## src/rtl/pwm_fade_pkg.sv

```systemverilog
// Shared types and constants for the PWM fade sequencer.
// State encoding, sweep direction and PWM write-select codes.
package pwm_fade_pkg;

  typedef enum logic [2:0] {
    IDLE,
    W_TOP,
    W_CNT,
    W_CMP,
    HOLD,
    W_FIN
  } state_e;

  typedef enum logic {
    DIR_UP,
    DIR_DOWN
  } dir_e;

  localparam logic [1:0] SEL_NOP = 2'd0;
  localparam logic [1:0] SEL_CMP = 2'd1;
  localparam logic [1:0] SEL_TOP = 2'd2;
  localparam logic [1:0] SEL_CNT = 2'd3;

endpackage

```

## src/rtl/pwm_fade_timer.sv

```systemverilog
// Loadable down-counter that times the hold gap between compare writes.
// Stops at zero; load wins over decrement.
module fade_timer #(
  parameter int W = 16
) (
  input  logic         clk_i,
  input  logic         rst_i,
  input  logic         load_i,
  input  logic [W-1:0] load_val_i,
  input  logic         en_i,
  output logic         zero_o
);

  logic [W-1:0] cnt_q;
  logic [W-1:0] cnt_d;

  always_comb begin
    cnt_d = cnt_q;
    if (load_i) begin
      cnt_d = load_val_i;
    end else if (en_i && (cnt_q != '0)) begin
      cnt_d = cnt_q - 1'b1;
    end
  end

  always_ff @(posedge clk_i or posedge rst_i) begin
    if (rst_i) begin
      cnt_q <= '0;
    end else begin
      cnt_q <= cnt_d;
    end
  end

  assign zero_o = (cnt_q == '0);

endmodule

```

## src/rtl/pwm_fade.sv

```systemverilog
// Drives a PWM write bus: programs the period, clears the counter, then
// ramps the compare value up and down for a set number of sweeps.
module pwm_fade
  import pwm_fade_pkg::*;
#(
  parameter int W = 16
) (
  input  logic         clk,
  input  logic         rst,
  input  logic         start,
  input  logic         stop,
  input  logic [W-1:0] top_in,
  input  logic [W-1:0] step_in,
  input  logic [W-1:0] hold_in,
  input  logic [7:0]   sweeps_in,
  output logic [1:0]   sel,
  output logic [W-1:0] d,
  output logic         busy,
  output logic         done
);

  state_e       state_q, state_d;
  dir_e         dir_q, dir_d;
  logic [W-1:0] top_q, top_d;
  logic [W-1:0] step_q, step_d;
  logic [W-1:0] hold_q, hold_d;
  logic [7:0]   sweeps_q, sweeps_d;
  logic [7:0]   sweep_q, sweep_d;
  logic [W-1:0] cmp_q, cmp_d;
  logic         end_q, end_d;
  logic [1:0]   sel_q, sel_d;
  logic [W-1:0] d_q, d_d;
  logic         busy_q, busy_d;
  logic         done_q, done_d;

  logic         tmr_load;
  logic         tmr_en;
  logic         tmr_zero;
  logic [W:0]   sum;
  logic         last_wr;

  fade_timer #(
    .W(W)
  ) u_timer (
    .clk_i     (clk),
    .rst_i     (rst),
    .load_i    (tmr_load),
    .load_val_i(hold_q - 1'b1),
    .en_i      (tmr_en),
    .zero_o    (tmr_zero)
  );

  // One extra bit so cmp+step never wraps before the top compare.
  assign sum     = {1'b0, cmp_q} + {1'b0, step_q};
  assign last_wr = end_q && (sweep_q == sweeps_q);

  always_comb begin
    state_d  = state_q;
    dir_d    = dir_q;
    top_d    = top_q;
    step_d   = step_q;
    hold_d   = hold_q;
    sweeps_d = sweeps_q;
    sweep_d  = sweep_q;
    cmp_d    = cmp_q;
    end_d    = end_q;
    tmr_load = 1'b0;
    tmr_en   = 1'b0;

    unique case (state_q)
      IDLE: begin
        if (start) begin
          top_d    = top_in;
          step_d   = (step_in == '0) ? {{(W-1){1'b0}}, 1'b1} : step_in;
          hold_d   = hold_in;
          sweeps_d = (sweeps_in == 8'd0) ? 8'd1 : sweeps_in;
          state_d  = W_TOP;
        end
      end
      W_TOP: begin
        state_d = W_CNT;
      end
      W_CNT: begin
        cmp_d   = '0;
        dir_d   = DIR_UP;
        sweep_d = 8'd0;
        end_d   = 1'b0;
        state_d = W_CMP;
      end
      W_CMP: begin
        if (last_wr) begin
          state_d = IDLE;
        end else begin
          end_d = 1'b0;
          if (dir_q == DIR_UP) begin
            if (sum >= {1'b0, top_q}) begin
              // A zero period ends the sweep on the turn-around itself.
              if (top_q == '0) begin
                cmp_d   = '0;
                sweep_d = sweep_q + 8'd1;
                end_d   = 1'b1;
              end else begin
                cmp_d = top_q;
                dir_d = DIR_DOWN;
              end
            end else begin
              cmp_d = sum[W-1:0];
            end
          end else begin
            if (cmp_q <= step_q) begin
              cmp_d   = '0;
              dir_d   = DIR_UP;
              sweep_d = sweep_q + 8'd1;
              end_d   = 1'b1;
            end else begin
              cmp_d = cmp_q - step_q;
            end
          end
          if (hold_q != '0) begin
            tmr_load = 1'b1;
            state_d  = HOLD;
          end else begin
            state_d = W_CMP;
          end
        end
      end
      HOLD: begin
        tmr_en = 1'b1;
        if (tmr_zero) begin
          state_d = W_CMP;
        end
      end
      W_FIN: begin
        state_d = IDLE;
      end
      default: begin
        state_d = IDLE;
      end
    endcase

    if (stop && (state_q != IDLE)) begin
      state_d = W_FIN;
    end

    sel_d  = SEL_NOP;
    d_d    = '0;
    busy_d = (state_d != IDLE);
    done_d = (state_q == W_CMP) && (state_d == IDLE);

    unique case (state_d)
      W_TOP: begin
        sel_d = SEL_TOP;
        d_d   = top_d;
      end
      W_CNT: begin
        sel_d = SEL_CNT;
      end
      W_CMP: begin
        sel_d = SEL_CMP;
        d_d   = cmp_d;
      end
      W_FIN: begin
        sel_d = SEL_CMP;
      end
      default: begin
        sel_d = SEL_NOP;
      end
    endcase
  end

  always_ff @(posedge clk or posedge rst) begin
    if (rst) begin
      state_q  <= IDLE;
      dir_q    <= DIR_UP;
      top_q    <= '0;
      step_q   <= '0;
      hold_q   <= '0;
      sweeps_q <= 8'd0;
      sweep_q  <= 8'd0;
      cmp_q    <= '0;
      end_q    <= 1'b0;
      sel_q    <= SEL_NOP;
      d_q      <= '0;
      busy_q   <= 1'b0;
      done_q   <= 1'b0;
    end else begin
      state_q  <= state_d;
      dir_q    <= dir_d;
      top_q    <= top_d;
      step_q   <= step_d;
      hold_q   <= hold_d;
      sweeps_q <= sweeps_d;
      sweep_q  <= sweep_d;
      cmp_q    <= cmp_d;
      end_q    <= end_d;
      sel_q    <= sel_d;
      d_q      <= d_d;
      busy_q   <= busy_d;
      done_q   <= done_d;
    end
  end

  assign sel  = sel_q;
  assign d    = d_q;
  assign busy = busy_q;
  assign done = done_q;

endmodule

```

## config.mk

```make
export PLATFORM = sky130hd
export DESIGN_NAME = pwm_fade
export DESIGN_NICKNAME = d
export VERILOG_FILES = /design/src/rtl/pwm_fade_pkg.sv /design/src/rtl/pwm_fade_timer.sv /design/src/rtl/pwm_fade.sv
export SDC_FILE = /design/constraint.sdc
export NUM_CORES = 1
export LEC_CHECK = 0
export CAP_MARGIN = 20
export CORE_MARGIN = 2
export CORE_UTILIZATION = 37
export DETAILED_ROUTE_END_ITERATION = 12
export PLACE_DENSITY = 0.69
export SYNTH_ARGS = -nofsm -noshare
export SYNTH_HDL_FRONTEND = slang
export SYNTH_SLANG_ARGS = --single-unit
export TNS_END_PERCENT = 30
```

## constraint.sdc

```tcl
create_clock -name clk -period 4.3 [get_ports clk]
set_clock_uncertainty 0.05 [all_clocks]
set_input_delay 1.075 -clock clk [delete_from_list [all_inputs] [get_ports clk]]
set_output_delay 1.075 -clock clk [all_outputs]
set_load 0.02 [all_outputs]
```

==> impl_metrics.env <==
export IMPL_period_share_pct=101
export IMPL_first_pass_iters=6
export IMPL_slowest_delay_ps=440
export IMPL_synth_ff_type="dfrtp_1"
export IMPL_finalPower_mw=10.8
export IMPL_hp_start="end_q"
export IMPL_clk_pin_slew_worst_paths_ps=60
export IMPL_crit_type="register to register"
export IMPL_wl_met2_um=11900
export IMPL_synth_top_family_by_area="compound AO/OA/AOI/OAI gates"
export IMPL_worstSkewPairLatency_ps=430
export IMPL_place_congestion=0.965
export IMPL_tightest_slew_ps=1030
export IMPL_die_height_um=149
export IMPL_nNetsFinal=1128
export IMPL_wirelength_um=25100
export IMPL_p_per_area_nw_per_um2=1010
export IMPL_seq_area_frac_synth_pct=38.7
export IMPL_worstHoldPathCells=2
export IMPL_grt_first_pass_wirelength_um=38700
export IMPL_io_pins=80
export IMPL_yosys_area_top_type="dfrtp_1"
export IMPL_power_leakage_nw=4.39
export IMPL_reg2reg_depth=18
export IMPL_cp_end_kind="register"
export IMPL_worstReg2RegEnd="d[6]"
export IMPL_port_buffers=79
export IMPL_layout_area_seq_um2=3030
export IMPL_synthCells=855
export IMPL_synth_top_cell_area_share_pct=38.7
export IMPL_timing_final_crit_period_ps=4350
export IMPL_via_count=7277
export IMPL_rows=53
export IMPL_synth_simple_gate_area_share_pct=17.2
export IMPL_cts_max_level=4
export IMPL_hold_viol=0
export IMPL_drc=0
export IMPL_synth_compound_area_share_pct=19.7
export IMPL_met3_length_um=1820
export IMPL_postSynthAreaPerCell_um2=9.15
export IMPL_setup_violations=6
export IMPL_cp_start_kind="register"
export IMPL_synth_seq_cells=121
export IMPL_grt_use_total_pct=22.7
export IMPL_synth_area_top_cells="dfrtp_1 39%, ha_1 8.0%, xnor2_1 4.8%"
export IMPL_holdPathEnd="end_q"
export IMPL_viasPerCell=5.58
export IMPL_worstPathRequired_ps=4560
export IMPL_dp_final_hpwl_um=18200
export IMPL_layout_commonest_cell="dfrtp_1"
export IMPL_slowest_stage="or3_4"
export IMPL_crit_buf_inv=2
export IMPL_antenna_found_initial=0
export IMPL_rsz0062_at_grt="true"
export IMPL_root_buffer="clkbuf_16"
export IMPL_cts_sinks=121
export IMPL_fillers=1904
export IMPL_synth_xor_area_share_pct=6.50
export IMPL_hold_ws_ps=456
export IMPL_setup_ws_ps=-51.5
export IMPL_async_flop_share_pct=100
export IMPL_dp_slack_ps=-323
export IMPL_drv_slew=0
export IMPL_worstPathArrival_ps=4610
export IMPL_start_util_pct=37.4
export IMPL_clock_fmax_mhz=230
export IMPL_vdd_drop_max_uv=435
export IMPL_violations="negative setup slack"
export IMPL_met1_length_um=10600
export IMPL_fin_cells=1304
export IMPL_critPathTopFamily="compound AO/OA/AOI/OAI gates"
export IMPL_yosys_warnings=0
export IMPL_synth_fa_ha_area_share_pct=8.51
export IMPL_overflow=0
export IMPL_routedWlPerCell_um=19.2
export IMPL_drive_gt1_share_pct=24.0
export IMPL_ys_types=72
export IMPL_die_area_um2=22300
export IMPL_grt_pass1_vias=7218
export IMPL_placed_cells=1246
export IMPL_cap_violations=0
export IMPL_numCtsBuffers=17
export IMPL_synth_edff_count=0
export IMPL_final_util_pct=51.1
export IMPL_die_w_um=149
export IMPL_core_um2=20900
export IMPL_multi_input_area_um2=4920
export IMPL_final_cell_mix="119 x dfrtp_1, 94 x buf_4, 92 x nand2_1, 79 x clkdlybuf4s50_1, 62 x o21ai_0"
export IMPL_antenna_cells=0
export IMPL_synth_cell_area_um2=7820
export IMPL_syn_to_final_growth_pct=36.4
export IMPL_worst_path_max_fanout=5
export IMPL_grt_max_degree=100
export IMPL_clock_path_buffers=2
export IMPL_hold_class="register to register"
export IMPL_worstPathCellList="ha_2 -> fa_2 -> nor2b_4 -> o311a_4 -> o22ai_4 -> buf_4 -> nand2_1 -> xnor2_2 -> ha_1 -> nand4_1 -> or3_4 -> a211oi_4 -> nor4_4 -> and2_4 -> buf_6 -> a31oi_4 -> a31oi_2 -> a32o_1"
export IMPL_highest_layer="met4"
export IMPL_slew_headroom_pct=31.2
export IMPL_drtAntennaViolNets=0
export IMPL_syn_nets=967
export IMPL_rr_startpoint="cmp_q[0]"
export IMPL_status="finished with violations"
export IMPL_holdBufCountCts=0
export IMPL_drt_iter0_markers=671
export IMPL_rrSetupSlack_ps=-50
export IMPL_cts_tree="done"
export IMPL_synthMuxAreaShare_pct=4.78
==> timing repair <==
action,in CTS,in global routing
gates resized for setup,41,58
pin swaps,30,31
setup endpoints to repair,41,42
setup buffers,20,9
==> registers in the layout, summed over array words and instances, names as in the netlist <==
| signal | count |
|---|---|
| busy | 1 |
| cmp_q | 16 |
| d | 16 |
| dir_q | 1 |
| done | 1 |
| end_q | 1 |
| hold_q | 16 |
| sel | 2 |
| state_q | 3 |
| step_q | 16 |
| sweep_q | 8 |
| sweeps_q | 8 |
| top_q | 16 |
| u_timer.cnt_q | 16 |
==> how the worst max path moves through the flow <==
| stage | startpoint | end | slack, ps | depth (start not counted) |
|---|---|---|---|---|
| after global routing | cmp_q[0] | sweep_q[3] | -170 | 18 |
| final | cmp_q[0] | d[6] | -50 | 18 |
| after detailed placement | step_q[0] | d[8] | -320 | 17 |
| after CTS | step_q[1] | d[2] | 9 | 20 |
| after global placement | step_q[0] | d[6] | -310 | 18 |
| after floorplan | step_q[0] | d[15] | 20 | 17 |
==> stage by stage <==
| stage | TNS, ps | area (µm²) |
|---|---|---|
| after floorplan | 0 | 7830 |
| after CTS | 0 | 10300 |
| final | -149 | 10700 |
| after detailed placement | -6990 | 9400 |
| after global placement | -4650 | 9400 |
| after global routing | -2700 | 10700 |
==> cell families after synthesis <==
| kind of cell | Yosys count |
|---|---|
| DFF | 121 |
| muxes | 34 |
| xor gates and xnor gates | 58 |
| AOI/OAI and AO/OA | 227 |
| adders and majority gates | 52 |
| buffers and inverters | 91 |
| and+or+nand+nor | 272 |
==> synthesized netlist by cell type (4+ instances only) <==
cell,n
nor2b_1,12
a21o_1,7
nand3_1,11
a211oi_1,11
dfrtp_1,121
xnor2_1,43
o31a_1,6
o31ai_1,12
mux2i_1,7
mux2_2,27
ha_1,50
inv_1,50
a32oi_1,10
nand2b_1,15
nor2_1,53
o21a_1,6
nand2_1,94
or2_2,5
buf_2,9
o21ai_0,72
xor2_1,15
o2bb2ai_1,5
or3_1,16
a32o_1,4
or4_1,4
clkbuf_1,30
nor4_1,18
nand4_1,6
a21oi_1,41
a31oi_1,9
nor3_1,21
==> metal layers <==
metal  track usage, %  vias up
met5                0        -
met4             8.71        0
met3             5.63       60
met2             36.7      305
met1             29.2     3507
li1                 -     3405
==> cell type report <==
cell class | count | share of cell area [%]
timing repair buffer | 182 | 15.1
sequential | 121 | 28.4
clock inverter | 14 | 1.29
tap | 275 | 3.23
clock buffer | 18 | 4.02
multi-input combinational | 643 | 46.2
inverter | 51 | 1.83
==> tightest hold or removal path: cells and delay by family, from the launching register on <==
kind	cells	cell delay, ps
simple gates	1	50
compound gates	1	60
flops	1	360
==> power by group <==
| group | internal, mW | switching, mW | leakage, nW |
|---|---|---|---|
| Combinational | 3.42 | 3.87 | 2.60 |
| Sequential | 1.61 | 0.490 | 1.51 |
| Clock | 0.811 | 0.604 | 0.279 |
| Total | 5.84 | 4.96 | 4.39 |
(Power assumes the default switching activity.)
